[src/rtl/register_auslese.sv]
`default_nettype none
// register_auslese: walks register-file indices 0..ANZAHL-1 and streams each word
// with its index over a valid/ready interface. Rev 1.0
module register_auslese #(
  parameter int ANZAHL = 64,
  parameter int ADR    = 6,
  parameter int BREITE = 32
) (
  input  logic              Clock,
  input  logic              Reset,
  input  logic              Start,
  input  logic              Abbruch,
  output logic [ADR-1:0]    LeseRegister,
  input  logic [BREITE-1:0] LeseDaten,
  output logic [BREITE-1:0] Daten,
  output logic [ADR-1:0]    Index,
  output logic              Gueltig,
  input  logic              Bereit,
  output logic              Letztes,
  output logic              Beschaeftigt,
  output logic              Fertig
);

  localparam logic [ADR:0] ENDE    = (ADR+1)'(ANZAHL);
  localparam logic [ADR:0] LETZTER = ENDE - (ADR+1)'(1);

  typedef enum logic {
    IDLE   = 1'b0,
    LAUFEN = 1'b1
  } zustand_t;

  zustand_t          zustand, zustand_n;
  logic [ADR:0]      zeiger, zeiger_n;
  logic [BREITE-1:0] daten_n;
  logic [ADR-1:0]    index_n;
  logic              gueltig_n, letztes_n, fertig_n, beschaeftigt_n;

  // The read address comes straight from the counter flop so the register file
  // sees it a full cycle before the capturing edge.
  assign LeseRegister = zeiger[ADR-1:0];

  always_comb begin
    zustand_n = zustand;
    zeiger_n  = zeiger;
    daten_n   = Daten;
    index_n   = Index;
    gueltig_n = Gueltig;
    letztes_n = Letztes;
    fertig_n  = 1'b0;
    case (zustand)
      IDLE: begin
        if (Start && !Abbruch) begin
          zeiger_n  = '0;
          zustand_n = LAUFEN;
        end
      end
      LAUFEN: begin
        if (Abbruch) begin
          gueltig_n = 1'b0;
          letztes_n = 1'b0;
          zeiger_n  = '0;
          zustand_n = IDLE;
        end else if ((zeiger < ENDE) && (!Gueltig || Bereit)) begin
          daten_n   = LeseDaten;
          index_n   = zeiger[ADR-1:0];
          letztes_n = (zeiger == LETZTER);
          gueltig_n = 1'b1;
          zeiger_n  = zeiger + (ADR+1)'(1);
        end else if (Gueltig && Bereit) begin
          // Counter exhausted and the final word was just taken.
          gueltig_n = 1'b0;
          letztes_n = 1'b0;
          fertig_n  = 1'b1;
          zeiger_n  = '0;
          zustand_n = IDLE;
        end
      end
      default: begin
        zustand_n = IDLE;
        zeiger_n  = '0;
        gueltig_n = 1'b0;
        letztes_n = 1'b0;
      end
    endcase
    beschaeftigt_n = (zustand_n == LAUFEN);
  end

  always_ff @(posedge Clock) begin
    if (Reset) begin
      zustand      <= IDLE;
      zeiger       <= '0;
      Daten        <= '0;
      Index        <= '0;
      Gueltig      <= 1'b0;
      Letztes      <= 1'b0;
      Beschaeftigt <= 1'b0;
      Fertig       <= 1'b0;
    end else begin
      zustand      <= zustand_n;
      zeiger       <= zeiger_n;
      Daten        <= daten_n;
      Index        <= index_n;
      Gueltig      <= gueltig_n;
      Letztes      <= letztes_n;
      Beschaeftigt <= beschaeftigt_n;
      Fertig       <= fertig_n;
    end
  end

endmodule
`default_nettype wire

[config.mk]
export PLATFORM = sky130hd
export DESIGN_NAME = register_auslese
export DESIGN_NICKNAME = d
export VERILOG_FILES = /design/src/rtl/register_auslese.sv
export SDC_FILE = /design/constraint.sdc
export NUM_CORES = 1
export LEC_CHECK = 0
export CORE_ASPECT_RATIO = 0.5
export CORE_MARGIN = 2
export CORE_UTILIZATION = 32
export DETAILED_ROUTE_END_ITERATION = 16
export MAX_ROUTING_LAYER = met4
export PLACE_DENSITY = 0.67
export SYNTH_ARGS = -nofsm -noshare
export SYNTH_HDL_FRONTEND = slang
export SYNTH_SLANG_ARGS = --single-unit
[constraint.sdc]
create_clock -name Clock -period 1.5 [get_ports Clock]
set_clock_uncertainty 0.05 [all_clocks]
set_input_delay 0.225 -clock Clock [delete_from_list [all_inputs] [get_ports Clock]]
set_output_delay 0.225 -clock Clock [all_outputs]
set_load 0.02 [all_outputs]
# Word-level counts from Yosys, hierarchy flattened
# Index checks and enable logic that the tools add are counted.
dict set report totals {
  reg_bits 49
  latchBits 0
  ram_bits 0
  rom_bits 0
  inputBits 37
  out_inout_bits 48
  word_cells 41
  n_memories 0
}
dict set report op_classes {
  n_addsub 1
  multipliers 0
  div_mod_pow 0
  order_cmp 1
  n_eq_ne 3
  n_shift 0
  mux 16
  n_bitwise 2
  reduce_logical 11
}
# op n
set ops {}
lappend ops {{7-bit two-way mux} 4}
lappend ops {{7-bit one-hot mux with 2 select lines} 1}
lappend ops {{1-bit two-way mux} 10}
lappend ops {{7-bit by 1-bit adder with 7-bit output, second input constant} 1}
lappend ops {{7-bit by 6-bit == test with 1-bit output, second input constant} 1}
lappend ops {{7-bit < comparator, second input constant} 1}
lappend ops {{4-bit by 2-bit inequality test with 1-bit output, second input constant} 1}
lappend ops {{2-bit AND reduction} 2}
lappend ops {{4-bit OR reduction} 1}
lappend ops {{1-bit logical AND} 3}
lappend ops {{3-bit AND reduction} 1}
lappend ops {{3-bit nonzero test} 1}
lappend ops {{1-bit logical NOT} 2}
lappend ops {{2-bit inequality test, second input constant} 1}
lappend ops {{1-bit inverter} 2}
lappend ops {{1-bit one-hot mux with 2 select lines} 1}
lappend ops {{1-bit logical OR} 1}

# Depth between registers and ports, before layout
dict set report logic_depth {
  depth_word 6
  mapped_depth 6
}

# Worst setup path before layout
# OpenSTA, ideal clock, no wires.
dict set report synth_timing {
  path_kind {reg-to-reg}
  start {register Gueltig}
  end {register Daten[2]}
  setup_ns 0.132
  arrival_time_ns 1.529
  required_ns 1.318
  path_slack_ns -0.211
  stages_incl_launch_ff 7
  period_less_slack_ns 1.711
  cell_sequence {dfxtp_1 -> and2b_1 -> or4b_1 -> buf_2 -> buf_6 -> nand2_1 -> a21oi_1}
}
dict set report synth_between {
  elab_chain_cells 4
}
# element line
set synth_rtl {}
lappend synth_rtl {{start, declared} 17} ;# output logic Gueltig,
lappend synth_rtl {{start signal, assigned} 103} ;# Gueltig <= gueltig_n;
lappend synth_rtl {{1-bit logical NOT} 63} ;# end else if ((zeiger < ENDE) && (!Gueltig || Bereit)) begin
lappend synth_rtl {{1-bit logical OR} 63}
lappend synth_rtl {{1-bit logical AND} 63}
lappend synth_rtl {{3-bit AND reduction (no line)} n/a}
lappend synth_rtl {{end signal, assigned} 101} ;# Daten <= daten_n;
lappend synth_rtl {{end, declared} 15} ;# output logic [BREITE-1:0] Daten,
# No other way between the ends.
# A chain may end at the register's enable or synchronous reset.

# Worst setup path after layout
dict set report layout_timing {
  start {register Gueltig}
  end {register Daten[15]}
}
# Same word-level chain as after synthesis.

==> reports/summary.txt <==
===============================================================================================
Status ........................................................................... finished, violations left
Violations in the final reports .................................................. setup timing
Capture point of the worst reg-to-reg path ....................................... Daten[15]$_SDFFE_PP0P_
End point of the critical path ................................................... Daten[15]$_SDFFE_PP0P_
Max_cap viols ....................................................................            0
CP Class ......................................................................... register to register
Area of placed instances .........................................................     2870 um2
Number of cells on the worst reg-to-reg path .....................................            5
Count of buffers inserted at the top-level ports .................................           84
Top layer reached by signal wires ................................................         met4
Total Routed Length ..............................................................      6130 um
Leakage power ....................................................................      1.56 nW
Layout cells sized above 1 .......................................................        0.279
Post-synthesis cell count ........................................................          226
Number of buffers between clock root and the deepest sink ........................            2
Antenna Nets Post-Route ..........................................................            0
Cell at the root of the clock tree ............................................... sky130_fd_sc_hd__clkbuf_16
Average wire per standard cell ...................................................      15.4 um
Setup-violating endpoint count in the final report ...............................           38
CTS H-tree lvls ..................................................................            2
Cell chain of the critical path .................................................. and2b_2 -> or4b_4 -> buf_16 -> nand2_1 -> a21oi_2
Transition time at the pin with the least slew margin ............................       386 ps
Clock insertion delay at the later pin of the skew report ........................       280 ps
Antenna diode count ..............................................................            0
Count of warnings emitted by yosys ...............................................            0
Post-Layout Inst Area ............................................................     3350 um2
Number of distinct library cells after synthesis .................................           31
Max Slew Vio Count ...............................................................            0
Worst slack at placement .........................................................      -505 ps
Number of remaining DRC errors ...................................................            0
Ports ............................................................................           85
Kind of cell adding the most delay to the critical path .......................... simple AND/OR/NAND/NOR gates
Hold Worst Slack .................................................................       360 ps
Total nets after synthesis .......................................................          264
Endpoint kind of the worst setup timing path .....................................     register
Post-route minimum period ........................................................      1640 ps
Largest net degree at the start of global routing ................................           42
Final Cycle Share ................................................................         1.09
Number of violations reported at the end of detailed-routing iteration 0 .........           61
Max FO, Critical Path ............................................................           19
Height of the die ................................................................      58.2 um
Netlist area before placement ....................................................     1880 um2
Class of the most critical hold timing path ...................................... input pin to register
Worst path buffer plus inverter count ............................................            1
Final Hold Violating Endpoints ...................................................            0
Relative max-transition margin ...................................................        0.743
Vias in the first global route ...................................................        1,899
Number of clock buffers inserted by TritonCTS ....................................            5
Kind of launch point of the worst setup path .....................................     register
Maximum clock frequency ..........................................................      611 MHz
Layout Area Growth over Synthesis ................................................        78.2%
Worst supply voltage drop on vdd .................................................     0.505 mV
Clock tree from TritonCTS ........................................................          yes
Final-layout setup total negative slack ..........................................     -4140 ps
Power density of the placed cells ................................................   869 nW/um2
Portion of the post-synthesis area used by sequential elements ...................        0.522
Wire length of the first global-routing pass .....................................      9250 um
Leading cell types in the layout, fill and taps excluded ......................... sky130_fd_sc_hd__nand2_1, sky130_fd_sc_hd__dfxtp_1, sky130_fd_sc_hd__dlygate4sd2_1
Total power ......................................................................      2.91 mW
Largest stage delay on the critical path .........................................       590 ps
Routability-driven placement congestion ratio ....................................        0.854
Number of antenna violations at the first check in global routing ................            0
Die area .........................................................................     6540 um2
Library cell contributing the largest single delay on the critical path .......... sky130_fd_sc_hd__or4b_4
Final Net Count ..................................................................          363
Path length in cells of the critical path ........................................            5
Clock input transition at the sequential cells of the worst setup and hold paths .        60 ps
Most common cell after layout, fill and taps aside ............................... sky130_fd_sc_hd__nand2_1
Critical path origin ............................................................. Gueltig$_SDFFE_PP0P_
First-pass iteration count of the detailed router ................................            5
GRT Util Overall .................................................................        0.184
Unrepaired setup endpoints after global routing ..................................          yes
Post-detail-place hpwl ...........................................................      3590 um
Starting density of the core .....................................................        0.337
Routed length on met3 ............................................................       214 um
Die W ............................................................................       112 um
M1 WL ............................................................................      2690 um
Gr ovfl total ....................................................................            0
Data required time at the worst endpoint .........................................      1610 ps
Synth Area per Inst ..............................................................     8.32 um2
Startpoint of the most critical register-to-register path ........................ Gueltig$_SDFFE_PP0P_
Vias/cell ........................................................................         4.84
Placeable core area ..............................................................     5590 um2
Clock tree sinks .................................................................           49
Fin worst setup slack ............................................................      -137 ps
Met2 routed WL ...................................................................      3150 um
Number of vias in the routed layout ..............................................        1,931
#FFs+latches synth ...............................................................           49
Standard-cell rows ...............................................................           19
Arrival time reported for the critical path endpoint .............................      1750 ps
R2R setup slack ..................................................................      -140 ps
===============================================================================================
==> registers in the layout, summed over array words and instances, names as in the netlist <==
| register | flops |
|---|---|
| Index | 6 |
| Gueltig | 1 |
| Letztes | 1 |
| zustand | 1 |
| zeiger | 7 |
| Fertig | 1 |
| Daten | 32 |
==> report_power, final <==
group | switching (mW) | total (mW) | leakage, nW | internal, mW
Clock | 0.470 | 1.24 | 0.0823 | 0.766
Combinational | 0.155 | 0.336 | 1.08 | 0.181
Sequential | 0.0148 | 1.34 | 0.397 | 1.32
Total | 0.640 | 2.91 | 1.56 | 2.27
==> per-layer routing <==
metal | up-vias | track usage
met1 | 937 | 0.225
met5 | - | -
met4 | 0 | 0.0557
met2 | 40 | 0.316
li1 | 946 | -
met3 | 8 | 0.0356
==> cell families after synthesis <==
group	synth area share
simple gates	0.234
compound gates	0.156
flops	0.522
buf+inv	0.0659
mux	0.0166
fa+ha+maj	0.00665
==> how the worst min path moves through the flow <==
| stage | start | to | slack (ps) | cells after the start |
|---|---|---|---|---|
| after floorplan | Abbruch | zustand$_SDFF_PP0_ | 240 | 1 |
| after global placement | Daten[22]$_SDFFE_PP0P_ | Daten[22]$_SDFFE_PP0P_ | 390 | 2 |
| after detailed placement | Daten[27]$_SDFFE_PP0P_ | Daten[27]$_SDFFE_PP0P_ | 400 | 2 |
| after CTS | Abbruch | zustand$_SDFF_PP0_ | 340 | 3 |
| after global routing | Abbruch | zustand$_SDFF_PP0_ | 370 | 3 |
| final | Abbruch | zustand$_SDFF_PP0_ | 360 | 3 |
==> synthesized netlist by cell type <==
master | instances | area [um2]
sky130_fd_sc_hd__nand3_1 | 2 | 10.0
sky130_fd_sc_hd__or3_1 | 1 | 6.26
sky130_fd_sc_hd__buf_4 | 8 | 60.1
sky130_fd_sc_hd__and3_1 | 1 | 6.26
sky130_fd_sc_hd__o21ai_0 | 4 | 20.0
sky130_fd_sc_hd__and2_1 | 1 | 6.26
sky130_fd_sc_hd__a21bo_2 | 1 | 10.0
sky130_fd_sc_hd__nor3_4 | 1 | 16.3
sky130_fd_sc_hd__buf_2 | 3 | 15.0
sky130_fd_sc_hd__mux2i_1 | 2 | 20.0
sky130_fd_sc_hd__mux2_2 | 1 | 11.3
sky130_fd_sc_hd__and2b_1 | 1 | 7.51
sky130_fd_sc_hd__a21o_1 | 1 | 7.51
sky130_fd_sc_hd__buf_6 | 2 | 22.5
sky130_fd_sc_hd__o32ai_4 | 1 | 27.5
sky130_fd_sc_hd__a21oi_1 | 42 | 210
sky130_fd_sc_hd__or4b_1 | 1 | 10.0
sky130_fd_sc_hd__nor4_1 | 2 | 12.5
sky130_fd_sc_hd__clkbuf_1 | 7 | 26.3
sky130_fd_sc_hd__nor3_1 | 1 | 5.00
sky130_fd_sc_hd__nand4_1 | 1 | 6.26
sky130_fd_sc_hd__nor4b_1 | 1 | 8.76
sky130_fd_sc_hd__nand2_1 | 83 | 312
sky130_fd_sc_hd__or2_2 | 1 | 6.26
sky130_fd_sc_hd__nor2b_1 | 1 | 6.26
sky130_fd_sc_hd__ha_1 | 1 | 12.5
sky130_fd_sc_hd__a41oi_1 | 1 | 8.76
sky130_fd_sc_hd__dfxtp_1 | 49 | 981
sky130_fd_sc_hd__or3b_1 | 1 | 8.76
sky130_fd_sc_hd__nor2_1 | 3 | 11.3
sky130_fd_sc_hd__a22o_1 | 1 | 8.76
==> worst reg2reg max path: stages (launching register included) <==
cell                      delay, ps
sky130_fd_sc_hd__dfxtp_2        320
sky130_fd_sc_hd__and2b_2        200
sky130_fd_sc_hd__or4b_4         590
sky130_fd_sc_hd__buf_16         200
sky130_fd_sc_hd__nand2_1         90
sky130_fd_sc_hd__a21oi_2         60
==> final cells by class <==
| class | count | area, um2 |
|---|---|---|
| fill | 470 | 2240 |
| timing repair buffer | 112 | 1150 |
| sequential | 49 | 986 |
| multi-input combinational | 157 | 953 |
| clock buffer | 8 | 168 |
| tap | 73 | 91.3 |
==> per-stage QoR <==
| step | cells | utilization |
|---|---|---|
| 6_report | 399 | 0.600 |
| 5_1_grt | 399 | 0.600 |
| 2_1_floorplan | 226 | - |
| 3_3_place_gp | 381 | 0.514 |
| 3_5_place_dp | 381 | 0.514 |
| 4_1_cts | 402 | 0.585 |
==> timing repair <==
item                                    in CTS  in global routing
pin swaps                                    6                 12
endpoints found under the setup margin      83                 55
resized for setup                           58                 63
hold buffers                                 0                  0
endpoints found under the hold margin        0                  0
setup buffers                                8                  1
gates cloned                                 6                  1
No activity file was read; power rests on OpenSTA's default activity.
